<file path="src/rtl/usb_crc5_pkg.sv">
// Shared USB token constants and the nibble-wide CRC5 update used by both the
// transmit generator and the token receiver.
package usb_crc5_pkg;

  localparam logic [4:0] CRC5_INIT     = 5'h1F;
  localparam logic [4:0] CRC5_RESIDUAL = 5'b01100;

  localparam logic [3:0] PID_OUT   = 4'b0001;
  localparam logic [3:0] PID_IN    = 4'b1001;
  localparam logic [3:0] PID_SOF   = 4'b0101;
  localparam logic [3:0] PID_SETUP = 4'b1101;

  typedef enum logic [1:0] {
    ST_IDLE,
    ST_PID,
    ST_BODY,
    ST_DONE
  } tok_state_e;

  // Four serial LFSR steps, data_in[3] is the earliest bit on the wire.
  function automatic logic [4:0] crc5_nibble(input logic [4:0] crc, input logic [3:0] nibble);
    logic [4:0] c;
    logic       d;
    c = crc;
    for (int i = 3; i >= 0; i--) begin
      d = nibble[i];
      c = {c[3], c[2], c[1] ^ c[4] ^ d, c[0], c[4] ^ d};
    end
    return c;
  endfunction

  // Nibble arrives earliest-bit-in-msb; fields are stored LSB-first.
  function automatic logic [3:0] rev4(input logic [3:0] n);
    return {n[0], n[1], n[2], n[3]};
  endfunction

  function automatic logic is_token_pid(input logic [3:0] pid);
    return (pid == PID_OUT) || (pid == PID_IN) || (pid == PID_SOF) || (pid == PID_SETUP);
  endfunction

endpackage

</file>
<file path="src/rtl/usb_token_rx_crc5_if.sv">
// Nibble input stream and decoded-token result bus of the token receiver.
interface usb_token_rx_crc5_if;
  logic       in_valid;
  logic       in_sop;
  logic [3:0] data_in;
  logic       tok_valid;
  logic [3:0] tok_pid;
  logic [6:0] tok_addr;
  logic [3:0] tok_endp;
  logic       crc_err;
  logic       pid_err;
  logic       abort;

  modport master (
    output in_valid, in_sop, data_in,
    input  tok_valid, tok_pid, tok_addr, tok_endp, crc_err, pid_err, abort
  );

  modport slave (
    input  in_valid, in_sop, data_in,
    output tok_valid, tok_pid, tok_addr, tok_endp, crc_err, pid_err, abort
  );
endinterface

</file>
<file path="src/rtl/usb_token_rx_crc5.sv">
// USB token receiver: rebuilds PID/addr/endp from a 4-bit/clk stream, checks
// the PID complement and CRC5 residual, and reports one result per packet.
import usb_crc5_pkg::*;

module usb_token_rx_crc5 #(
  parameter int GAP_MAX = 15
) (
  input logic                clk,
  input logic                rst,
  usb_token_rx_crc5_if.slave bus
);

  tok_state_e  state, state_nxt;
  logic [2:0]  nib_cnt;
  logic [7:0]  gap_cnt;
  logic [4:0]  crc;
  logic [7:0]  pid_r;
  logic [10:0] body_sr;

  logic        sop, gap_to;
  logic        start, pid_done, body_acc, last, abort_set;
  logic [3:0]  nib_r;
  logic [4:0]  crc_nxt;

  assign sop     = bus.in_valid & bus.in_sop;
  assign gap_to  = (gap_cnt == 8'(GAP_MAX - 1));
  assign nib_r   = rev4(bus.data_in);
  assign crc_nxt = crc5_nibble(crc, bus.data_in);

  always_ff @(posedge clk or posedge rst) begin
    if (rst) state <= ST_IDLE;
    else     state <= state_nxt;
  end

  // A sop nibble always restarts a packet; mid-packet it also drops the old one.
  always_comb begin
    state_nxt = state;
    start     = 1'b0;
    pid_done  = 1'b0;
    body_acc  = 1'b0;
    last      = 1'b0;
    abort_set = 1'b0;
    case (state)
      ST_IDLE: begin
        if (sop) begin
          start     = 1'b1;
          state_nxt = ST_PID;
        end
      end
      ST_PID, ST_BODY: begin
        if (sop) begin
          abort_set = 1'b1;
          start     = 1'b1;
          state_nxt = ST_PID;
        end else if (bus.in_valid) begin
          if (state == ST_PID) begin
            pid_done  = 1'b1;
            state_nxt = ST_BODY;
          end else begin
            body_acc = 1'b1;
            if (nib_cnt == 3'd5) begin
              last      = 1'b1;
              state_nxt = ST_DONE;
            end
          end
        end else if (gap_to) begin
          abort_set = 1'b1;
          state_nxt = ST_IDLE;
        end
      end
      ST_DONE: begin
        if (sop) begin
          start     = 1'b1;
          state_nxt = ST_PID;
        end else begin
          state_nxt = ST_IDLE;
        end
      end
      default: state_nxt = ST_IDLE;
    endcase
  end

  always_ff @(posedge clk or posedge rst) begin
    if (rst) begin
      nib_cnt       <= 3'd0;
      gap_cnt       <= 8'd0;
      crc           <= CRC5_INIT;
      pid_r         <= 8'd0;
      body_sr       <= 11'd0;
      bus.tok_valid <= 1'b0;
      bus.tok_pid   <= 4'd0;
      bus.tok_addr  <= 7'd0;
      bus.tok_endp  <= 4'd0;
      bus.crc_err   <= 1'b0;
      bus.pid_err   <= 1'b0;
      bus.abort     <= 1'b0;
    end else begin
      bus.abort     <= abort_set;
      bus.tok_valid <= last;
      bus.crc_err   <= 1'b0;
      bus.pid_err   <= 1'b0;

      // Idle cycles only count while a packet is in flight.
      if (bus.in_valid || abort_set || !(state == ST_PID || state == ST_BODY))
        gap_cnt <= 8'd0;
      else
        gap_cnt <= gap_cnt + 8'd1;

      if (start) begin
        nib_cnt     <= 3'd1;
        pid_r[3:0]  <= nib_r;
      end else if (pid_done) begin
        nib_cnt     <= 3'd2;
        pid_r[7:4]  <= nib_r;
        crc         <= CRC5_INIT;
      end else if (body_acc) begin
        crc     <= crc_nxt;
        nib_cnt <= last ? 3'd0 : nib_cnt + 3'd1;
        // Only addr/endp bits are kept; the CRC field is consumed by the LFSR.
        case (nib_cnt)
          3'd2:    body_sr[3:0]  <= nib_r;
          3'd3:    body_sr[7:4]  <= nib_r;
          3'd4:    body_sr[10:8] <= nib_r[2:0];
          default: ;
        endcase
        if (last) begin
          bus.tok_pid  <= pid_r[3:0];
          bus.tok_addr <= body_sr[6:0];
          bus.tok_endp <= body_sr[10:7];
          bus.crc_err  <= (crc_nxt != CRC5_RESIDUAL);
          bus.pid_err  <= (pid_r[7:4] != ~pid_r[3:0]) || !is_token_pid(pid_r[3:0]);
        end
      end else if (abort_set) begin
        nib_cnt <= 3'd0;
      end
    end
  end

endmodule
</file>
<file path="src/flat_wrapper.sv">
// flat-port wrapper written by rule: the top's interface ports become plain ports
module usb_token_rx_crc5_flat 
#(
  parameter int GAP_MAX = 15
)
  (clk, rst, bus_in_valid, bus_in_sop, bus_data_in, bus_tok_valid, bus_tok_pid, bus_tok_addr, bus_tok_endp, bus_crc_err, bus_pid_err, bus_abort);
  usb_token_rx_crc5_if bus_i ();
  input logic clk;
  input logic rst;
  input wire logic [$bits(bus_i.in_valid)-1:0] bus_in_valid;
  input wire logic [$bits(bus_i.in_sop)-1:0] bus_in_sop;
  input wire logic [$bits(bus_i.data_in)-1:0] bus_data_in;
  output wire logic [$bits(bus_i.tok_valid)-1:0] bus_tok_valid;
  output wire logic [$bits(bus_i.tok_pid)-1:0] bus_tok_pid;
  output wire logic [$bits(bus_i.tok_addr)-1:0] bus_tok_addr;
  output wire logic [$bits(bus_i.tok_endp)-1:0] bus_tok_endp;
  output wire logic [$bits(bus_i.crc_err)-1:0] bus_crc_err;
  output wire logic [$bits(bus_i.pid_err)-1:0] bus_pid_err;
  output wire logic [$bits(bus_i.abort)-1:0] bus_abort;
  assign bus_i.in_valid = bus_in_valid;
  assign bus_i.in_sop = bus_in_sop;
  assign bus_i.data_in = bus_data_in;
  assign bus_tok_valid = bus_i.tok_valid;
  assign bus_tok_pid = bus_i.tok_pid;
  assign bus_tok_addr = bus_i.tok_addr;
  assign bus_tok_endp = bus_i.tok_endp;
  assign bus_crc_err = bus_i.crc_err;
  assign bus_pid_err = bus_i.pid_err;
  assign bus_abort = bus_i.abort;
  usb_token_rx_crc5 #(.GAP_MAX(GAP_MAX)) u_core (.clk(clk), .rst(rst), .bus(bus_i));
endmodule
</file>
<file path="config.mk">
export PLATFORM = sky130hd
export DESIGN_NAME = usb_token_rx_crc5_flat
export DESIGN_NICKNAME = d
export VERILOG_FILES = /design/src/rtl/usb_crc5_pkg.sv /design/src/rtl/usb_token_rx_crc5_if.sv /design/src/rtl/usb_token_rx_crc5.sv /design/src/flat_wrapper.sv
export SDC_FILE = /design/constraint.sdc
export NUM_CORES = 1
export LEC_CHECK = 0
export BUFFER_PORTS_ARGS = -buffer_cell sky130_fd_sc_hd__buf_2
export CAP_MARGIN = 20
export CORE_MARGIN = 3
export CORE_UTILIZATION = 51
export CTS_CLUSTER_SIZE = 40
export DETAILED_ROUTE_END_ITERATION = 10
export PLACE_DENSITY = 0.71
export SYNTH_ARGS = -nofsm -noshare
export SYNTH_HDL_FRONTEND = slang
export SYNTH_SLANG_ARGS = --single-unit
export TNS_END_PERCENT = 10
</file>
<file path="constraint.sdc">
create_clock -name clk -period 2.2 [get_ports clk]
set_input_delay 0.44 -clock clk [delete_from_list [all_inputs] [get_ports clk]]
set_output_delay 0.44 -clock clk [all_outputs]
set_load 0.1 [all_outputs]
</file>
==> results_dict.tcl, run 1 <==
set metrics [dict create \
    root_buffer "clkbuf_8" \
    drc_errors 0 \
    final_nets 276 \
    ys_types 38 \
    worst_path_largest_cell_delay_ps 470 \
    portBuffers 26 \
    vias 1620 \
    clk_pin_slew_ps 90 \
    die_y_um 76.4 \
    rsz0062_at_grt "false" \
    clock_tree.buffer_depth 2 \
    multi_input_area_um2 1030 \
    core-area_um2 4560 \
    netlist_area_um2 2530 \
    place_congestion 0.770 \
    avgSynthCellArea_um2 11.2 \
    drive_above_1_share_pct 26.4 \
    wl_per_cell_um 13.1 \
    relSlewSlack_pct 60.8 \
    dieArea_um2 5840 \
    finalWirelength_um 4240 \
    arrival_ps 2190 \
    crit_family "simple AND/OR/NAND/NOR gates" \
    firstDrtPassIters 4 \
    setup_slack_ps 207 \
    regArea_um2 1410 \
    pre_cts_slack_ps 239 \
    ios 27 \
    grt_max_degree 30 \
    hold_viol 0 \
    numCtsBuffers 5 \
    ant_nets 0 \
    ctsHoldBuffers 0 \
    p_leak_nw 1.48 \
    grt_usage_pct 16.1 \
    grt_pass1_vias 1643 \
    grt_first_pass_wirelength_um 7590 \
    finalSetupTns_ps 0 \
    worstPathRequired_ps 2390 \
    syn_inst 226 \
    dr.first_iter.drc_count 55 \
    crit_start "u_core.state[0]" \
    die_w_um 76.4 \
    areaGrowthSynthToFinish_pct 12.7 \
    cts_tree "built" \
    fill_cells 385 \
    cts_setup_buffers 0 \
    synth-seq-cells 56 \
    cts_resized 0 \
    max_freq_mhz 502 \
    fin_crit_sh_pct 90.6 \
    powerDensity_nw_per_um2 1110 \
    hold_class "in2async" \
    total_power_mw 3.17 \
    cap_violations 0 \
    clk_latency_ps 300 \
    finalCriticalPeriod_ps 1990 \
    cts.htree.levels 2 \
    end_kind "register" \
    start_kind "register" \
    antenna_found_initial 0 \
    skew_ps 5.09 \
    critPathKind "reg2reg" \
    synth-seq-area-share_pct 55.6 \
    slew_viol_final 0 \
    vdd_ir_drop_max_mv 0.660 \
    grt_overflow 0 \
    syn_nets 245 \
    tightest_slew_ps 587 \
    crit_slowest_cell "and4bb_1" \
    crit_chain "inv_1, ha_1, and4bb_1, nand3_1, mux2_2" \
    critPathBufInv 1 \
    via_per_inst 5.02 \
    num_rows 24 \
    setup_viol 0 \
    status "completed" \
    cts.sinks 56 \
    yosysWarnings 0 \
    crit-reg2reg-launch "u_core.state[0]" \
    crit_fanout 9 \
    dp_hpwl_um 3070 \
    diodes 0 \
    start_util_pct 55.4 \
]
[cells by family (layout without fill, tap and decap cells)]
kind of cell    Yosys count  after routing  share of synthesized area (%)
flops                    56             56                           55.6
xor+xnor                 16             16                           5.54
compound gates           19             19                           4.55
mux                      21             21                           9.74
fa+ha+maj                11             11                           5.44
buf+inv                  17             49                           3.51
simple gates             86             86                           15.6
[final cells by class]
cell class | instances | share of cell area [%]
clock buffer | 7 | 3.38
clock inverter | 1 | 1.05
inverter | 11 | 1.45
multi-input combinational | 153 | 36.3
sequential | 56 | 49.4
tap | 65 | 2.85
timing repair buffer | 30 | 5.62
[routing by layer]
metal,vias up,routed length (um),GRT usage (%)
li1,804,-,-
met1,783,1950,21.6
met2,28,2060,25.9
met3,5,179,3.90
met4,0,38,4.53
met5,-,0,0
[metrics by stage]
stage | utilization [%] | std cells | cell area [um2] | hold slack, ps
2_1_floorplan | - | 226 | 2530 | 432
3_3_place_gp | 59.7 | 315 | 2720 | 448
3_5_place_dp | 59.7 | 315 | 2720 | 454
4_1_cts | 62.4 | 323 | 2850 | 199
6_report | 62.4 | 323 | 2850 | 194
5_1_grt | 62.4 | 323 | 2850 | 231
[final timing paths]
path                                          end  slack [ps]  cells past startpoint
min                             u_core.gap_cnt[3]         190                      2
max in group asynchronous  u_core.bus.tok_addr[4]        1390                      3
max reg2reg                     u_core.body_sr[2]         210                      5
min in group clk                 u_core.bus.abort         420                      2
max                             u_core.body_sr[2]         210                      5
min reg2reg                u_core.bus.tok_endp[3]         470                      2
[cell usage after synthesis, drive strengths merged]
library cell	count	share of area, %
nor3	1	0.20
dfrtp	51	50
inv	11	1.6
ha	11	5.4
xnor2	7	2.4
o22ai	1	0.25
and3	3	0.94
mux2	20	9.3
mux2i	1	0.40
a211o	1	0.35
o21ai	3	0.59
nor4bb	1	0.40
nand4	2	0.49
and2	1	0.25
nor2b	1	0.25
and4bb	1	0.49
o22a	1	0.35
a211oi	1	0.30
buf	6	1.9
a22oi	1	0.30
xor2	9	3.1
nand2	56	8.4
a31oi	2	0.49
nor2	14	2.1
dfstp	5	5.2
a41oi	1	0.35
nand3	5	1.7
a21oi	8	1.6
and4b	1	0.40
[power breakdown]
| group | switching (mW) | internal, mW | leakage [nW] |
|---|---|---|---|
| registers | 0.154 | 1.28 | 0.735 |
| logic | 0.627 | 0.387 | 0.679 |
| clock network | 0.315 | 0.402 | 0.0645 |
| total | 1.10 | 2.07 | 1.48 |
[sequential cells by signal (all words and copies together) (netlist names), 3 cells and up]
register	count
u_core.bus.tok_addr	7
u_core.body_sr	11
u_core.bus.tok_endp	4
u_core.nib_cnt	3
u_core.bus.tok_pid	4
u_core.crc	5
u_core.pid_r	8
u_core.gap_cnt	8
[cells in the final DEF (no fill, tap or decap), types with 2 or more instances in the layout]
| cell type | n |
|---|---|
| inv_2 | 2 |
| nor2_1 | 14 |
| ha_1 | 11 |
| o21ai_0 | 3 |
| mux2_2 | 16 |
| a31oi_1 | 2 |
| nand2_1 | 55 |
| mux2_4 | 3 |
| nand3_1 | 3 |
| a21oi_1 | 8 |
| and3_1 | 2 |
| buf_4 | 4 |
| buf_2 | 26 |
| dfrtp_1 | 51 |
| dfstp_2 | 5 |
| xnor2_1 | 7 |
| xor2_1 | 9 |
| inv_1 | 9 |
| clkbuf_8 | 7 |
| nand4_1 | 2 |
(Power assumes the default switching activity.)
==> run 2: changes to the inputs <==
--- a/config.mk
+++ b/config.mk
@@ -11,7 +11,7 @@
 export CORE_UTILIZATION = 51
 export CTS_CLUSTER_SIZE = 40
 export DETAILED_ROUTE_END_ITERATION = 10
-export PLACE_DENSITY = 0.71
+export PLACE_DENSITY_LB_ADDON = 0.15
 export SYNTH_ARGS = -nofsm -noshare
 export SYNTH_HDL_FRONTEND = slang
 export SYNTH_SLANG_ARGS = --single-unit
==> constraint.sdc (replaced) <==
create_clock -name clk -period 2.2 [get_ports clk]
set_input_delay 0.11 -clock clk [delete_from_list [all_inputs] [get_ports clk]]
set_output_delay 0.11 -clock clk [all_outputs]
set_load 0.1 [all_outputs]
==> run 2 against run 1 <==
Net effect:
- clock-buffer cell count unchanged
- fmax is 3.6% higher
- hold slack got worse by 91 ps
- critical endpoint is now u_core.bus.tok_pid[3]
- final cell count decreased by 0.62%
- clock power is 16% lower
- sequential share of layout area grew 0.61 points
- routed wire length rose by 4.1%
- first-iteration DRC count up 55%
- sequential power barely moved
==> results_dict.tcl, run 2 (synthesis gave the netlist of run 1 again) <==
set metrics [dict create \
    worstPathRequired_ps 2450 \
    portBuffers 26 \
    firstDrtPassIters 4 \
    core-area_um2 4560 \
    cts.sinks 56 \
    powerDensity_nw_per_um2 1080 \
    largest_reg_flops 11 \
    intPower_mw 1.94 \
    swShare_pct 36.2 \
    pre_cts_slack_ps 193 \
    rsz0062_at_grt "false" \
    postLayoutCoreUtil_pct 61.7 \
    worst_path_largest_cell_delay_ps 400 \
    hold_class "in2reg" \
    setup_viol 0 \
    place_congestion 0.837 \
    critPathKind "reg2reg" \
    vias 1586 \
    final_nets 275 \
    num_rows 24 \
    end_kind "register" \
    top_register "u_core.body_sr" \
    grt_overflow 0 \
    p_seq_share_pct 47.5 \
    crit_fanout 16 \
    pwr-share-clk_pct 19.6 \
    grt_usage_pct 17.0 \
    p_leak_nw 1.46 \
    cap_violations 0 \
    wl_per_cell_um 13.7 \
    setup_slack_ps 275 \
    status "completed" \
    grt_pass1_vias 1668 \
    areaGrowthSynthToFinish_pct 11.3 \
    grt_max_degree 57 \
    slew_viol_final 0 \
    finalWirelength_um 4410 \
    ios 27 \
    cts_tree "built" \
    dr.first_iter.drc_count 85 \
    start_util_pct 55.4 \
    crit_slowest_cell "and4bb_2" \
    tightest_slew_ps 678 \
    clk_pin_slew_ps 90 \
    finalSetupTns_ps 0 \
    antenna_found_initial 0 \
    drc_errors 0 \
    via_per_inst 4.94 \
    arrival_ps 2170 \
    dp_hpwl_um 3020 \
    crit_chain "inv_1, ha_1, and4bb_2, nand3_4, inv_2, nand2_1, nand2_1" \
    max_freq_mhz 520 \
    diodes 0 \
    drive_above_1_share_pct 25.8 \
    clock_tree.buffer_depth 2 \
    p_comb_share_pct 32.9 \
    ant_nets 0 \
    dieArea_um2 5840 \
    cts.htree.levels 2 \
    clk_latency_ps 310 \
    numCtsBuffers 5 \
    relSlewSlack_pct 54.8 \
    p_sw_mw 1.10 \
    skew_ps 7.02 \
    largestRegisters "u_core.body_sr (11), u_core.gap_cnt (8), u_core.pid_r (8)" \
    fin_crit_sh_pct 87.5 \
    start_kind "register" \
    die_w_um 76.4 \
    die_y_um 76.4 \
    crit_top_cell "nand2_1" \
    hold_viol 0 \
    root_buffer "clkbuf_8" \
    final_common_cell "nand2_1" \
    vdd_ir_drop_max_mv 0.682 \
    grt_first_pass_wirelength_um 7910 \
    final_cell_mix "nand2_1 (55), dfrtp_1 (51), buf_2 (26)" \
    finalCriticalPeriod_ps 1920 \
]
[run 2: through the flow]
stage	total power [mW]	cells	instance area, um2	hold WS (ps)
floorplan	2.27	226	2530	257
global placement	2.43	313	2710	340
detailed placement	2.47	313	2710	345
CTS	3.08	321	2820	91.9
global route	3.25	321	2820	121
finish	3.04	321	2820	103
[run 2: critical path: cells and delay by family (launching register included)]
kind	cells	cell delay [ps]
AND/OR/NAND/NOR	4	780
flip-flops	1	380
adder cells (fa/ha/maj)	1	320
buffers and inverters	2	370
[run 2: worst paths after layout]
kind	start	endpoint	slack [ps]	depth (start not counted)
max	u_core.state[0]	u_core.bus.tok_pid[3]	280	7
min	bus_in_valid	u_core.bus.abort	100	2
max reg2reg	u_core.state[0]	u_core.bus.tok_pid[3]	280	7
min reg2reg	u_core.bus.tok_addr[0]	u_core.bus.tok_addr[0]	470	2
max in group asynchronous	rst	u_core.pid_r[3]	1230	4
min in group asynchronous	rst	u_core.gap_cnt[2]	520	4
[run 2: routing by layer]
metal | GRT usage [%] | vias up | wire [um]
met5 | 0 | - | 0
met4 | 6.70 | 0 | 95
met3 | 3.78 | 10 | 147
met2 | 27.2 | 23 | 2040
met1 | 22.4 | 748 | 2120
li1 | - | 805 | -
[run 2: final cells by class]
type	instances	area [um2]
clock buffer	7	96.3
inverter	11	41.3
multi-input combinational	153	1030
timing repair buffer	29	155
fill	420	1750
tap	65	81.3
sequential	56	1410
[run 2: repair_timing]
action,CTS,global route
setup endpoints to repair,0,1
resized for setup,0,1
buffers inserted,0,0
hold endpoints to repair,5,0
hold buffers,1,0
[run 2: power by group through the flow]
stage | clock network [mW] | logic (mW) | registers, mW
global placement | 0 | 0.980 | 1.45
global route | 0.661 | 1.12 | 1.48
CTS | 0.621 | 1.01 | 1.44
detailed placement | 0 | 1.01 | 1.46
finish | 0.598 | 1.00 | 1.44
floorplan | 0 | 0.652 | 1.62
==> run 3: changes to the inputs <==
--- a/config.mk
+++ b/config.mk
@@ -11,7 +11,7 @@
 export CORE_UTILIZATION = 51
 export CTS_CLUSTER_SIZE = 40
 export DETAILED_ROUTE_END_ITERATION = 10
-export PLACE_DENSITY_LB_ADDON = 0.15
+export PLACE_DENSITY = 0.79
 export SYNTH_ARGS = -nofsm -noshare
 export SYNTH_HDL_FRONTEND = slang
 export SYNTH_SLANG_ARGS = --single-unit
==> run 3 against run 2 <==
Net effect:
- design area up 1.1%
- first-iteration DRC count increased by 54%
- fmax is 1.1% lower
- non-clock buffer count unchanged
- routed wire length grew 1.2%
- final cell count rose by 0.31%
- total power up 3.0%
- worst setup slack lost 21 ps
- register-to-register slack got worse by 20 ps
- core utilization up 0.69 points
- flip-flop and latch count is the same
- critical endpoint is now u_core.body_sr[2]
==> results_dict.tcl, run 3 (synthesis gave the netlist of run 1 again) <==
set metrics [dict create \
    finalSetupTns_ps 0 \
    start_kind "register" \
    crit_start "u_core.state[0]" \
    place_congestion 0.813 \
    final_nets 275 \
    r2r_end "u_core.body_sr[2]" \
    cap_violations 0 \
    grt_pass1_vias 1653 \
    cts_setup_buffers 0 \
    areaGrowthSynthToFinish_pct 12.5 \
    grt_overflow 0 \
    ios 27 \
    antenna_found_initial 0 \
    p_comb_share_pct 32.0 \
    cts.sinks 56 \
    dp_hpwl_um 3220 \
    intPower_mw 2.01 \
    clk_latency_ps 310 \
    slew_viol_final 0 \
    ant_nets 0 \
    finalWirelength_um 4460 \
    p_leak_nw 1.47 \
    wl_per_cell_um 13.9 \
    drc_errors 0 \
    finalCriticalPeriod_ps 1950 \
    core-area_um2 4560 \
    holdPathEnd "u_core.bus.abort" \
    final_common_cell "nand2_1" \
    hold_viol 0 \
    dieArea_um2 5840 \
    firstDrtPassIters 4 \
    num_rows 24 \
    end_kind "register" \
    fin_crit_sh_pct 88.5 \
    final_cell_mix "nand2_1 (55), dfrtp_1 (51), buf_2 (26)" \
    die_y_um 76.4 \
    clock_tree.buffer_depth 2 \
    clk_pin_slew_ps 100 \
    hold_class "in2reg" \
    start_util_pct 55.4 \
    portBuffers 26 \
    worstPathRequired_ps 2410 \
    swShare_pct 36.0 \
    cts.htree.levels 2 \
    relSlewSlack_pct 63.4 \
    max_freq_mhz 514 \
    p_sw_mw 1.13 \
    setup_viol 0 \
    critPathKind "reg2reg" \
    grt_usage_pct 16.9 \
    pwr-share-clk_pct 21.8 \
    vdd_ir_drop_max_mv 0.843 \
    whs_ps 87.4 \
    numCtsBuffers 5 \
    skew_ps 8.39 \
    worst-r2r-setup-slack_ps 250 \
    rsz0062_at_grt "false" \
    arrival_ps 2160 \
    root_buffer "clkbuf_8" \
    grt_first_pass_wirelength_um 7940 \
    largestRegisters "u_core.body_sr (11), u_core.gap_cnt (8), u_core.pid_r (8)" \
    via_per_inst 5.08 \
    tightest_slew_ps 548 \
    drive_above_1_share_pct 25.7 \
    reg2reg_depth 5 \
    largest_reg_flops 11 \
    crit-reg2reg-launch "u_core.state[0]" \
    vias 1637 \
    grt_max_degree 33 \
    die_w_um 76.4 \
    whs_path_depth 2 \
    cts_tree "built" \
    powerDensity_nw_per_um2 1100 \
    dr.first_iter.drc_count 131 \
    crit_fanout 9 \
    top_register "u_core.body_sr" \
    status "completed" \
    min-delay-start "bus_in_valid" \
    diodes 0 \
    p_seq_share_pct 46.1 \
]
run 3: per-layer routing:
layer | track usage, % | vias up | part of all wire, %
met4 | 7.25 | 0 | 1.9
li1 | - | 804 | -
met5 | 0 | - | 0
met3 | 4.02 | 9 | 4.8
met2 | 26.9 | 44 | 49
met1 | 22.1 | 780 | 45
run 3: how the worst max path moves through the flow:
| stage | to | slack [ps] | cells after the start |
|---|---|---|---|
| final | u_core.body_sr[2] | 250 | 5 |
| after global routing | u_core.bus.tok_endp[3] | 110 | 7 |
| after CTS | u_core.state[1] | 250 | 6 |
| after detailed placement | u_core.state[1] | 260 | 6 |
| after global placement | u_core.state[1] | 310 | 6 |
| after floorplan | u_core.state[1] | 460 | 7 |
run 3: what timing repair did:
item / in CTS / in global routing
hold buffers: 1 / 0
gates resized for setup: 0 / 0
endpoints found under the hold margin: 19 / 0
run 3: power by group through the flow:
stage	Sequential (mW)	Clock [mW]	Combinational [mW]
2_1_floorplan	1.62	0	0.652
3_3_place_gp	1.45	0	0.974
3_5_place_dp	1.47	0	1.01
4_1_cts	1.44	0.704	1.02
5_1_grt	1.47	0.745	1.12
6_report	1.45	0.685	1.00
run 3: final cells by class:
| cell class | count | area, um2 |
|---|---|---|
| multi-input cells | 153 | 1030 |
| repair buffers | 29 | 168 |
| fillers | 400 | 1720 |
| clock inverters | 3 | 46.3 |
| inverters | 11 | 41.3 |
| flip-flops and latches | 56 | 1410 |
| clock buffers | 5 | 68.8 |
| well taps | 65 | 81.3 |
run 3: critical path, cell delays in order (launching register included):
cell	delay [ps]
dfrtp_1	390
inv_1	90
ha_1	310
and4bb_1	460
nand3_1	270
mux2_2	330
run 3: per-stage QoR:
step	worst slack, ps	cells	power [mW]	instance area [um2]	utilization, %
final	254	322	3.13	2850	62.4
after global routing	108	322	3.34	2850	62.4
after CTS	246	322	3.17	2850	62.4
after detailed placement	262	313	2.48	2720	59.6
after global placement	306	313	2.43	2720	59.6
after floorplan	459	226	2.27	2530	-
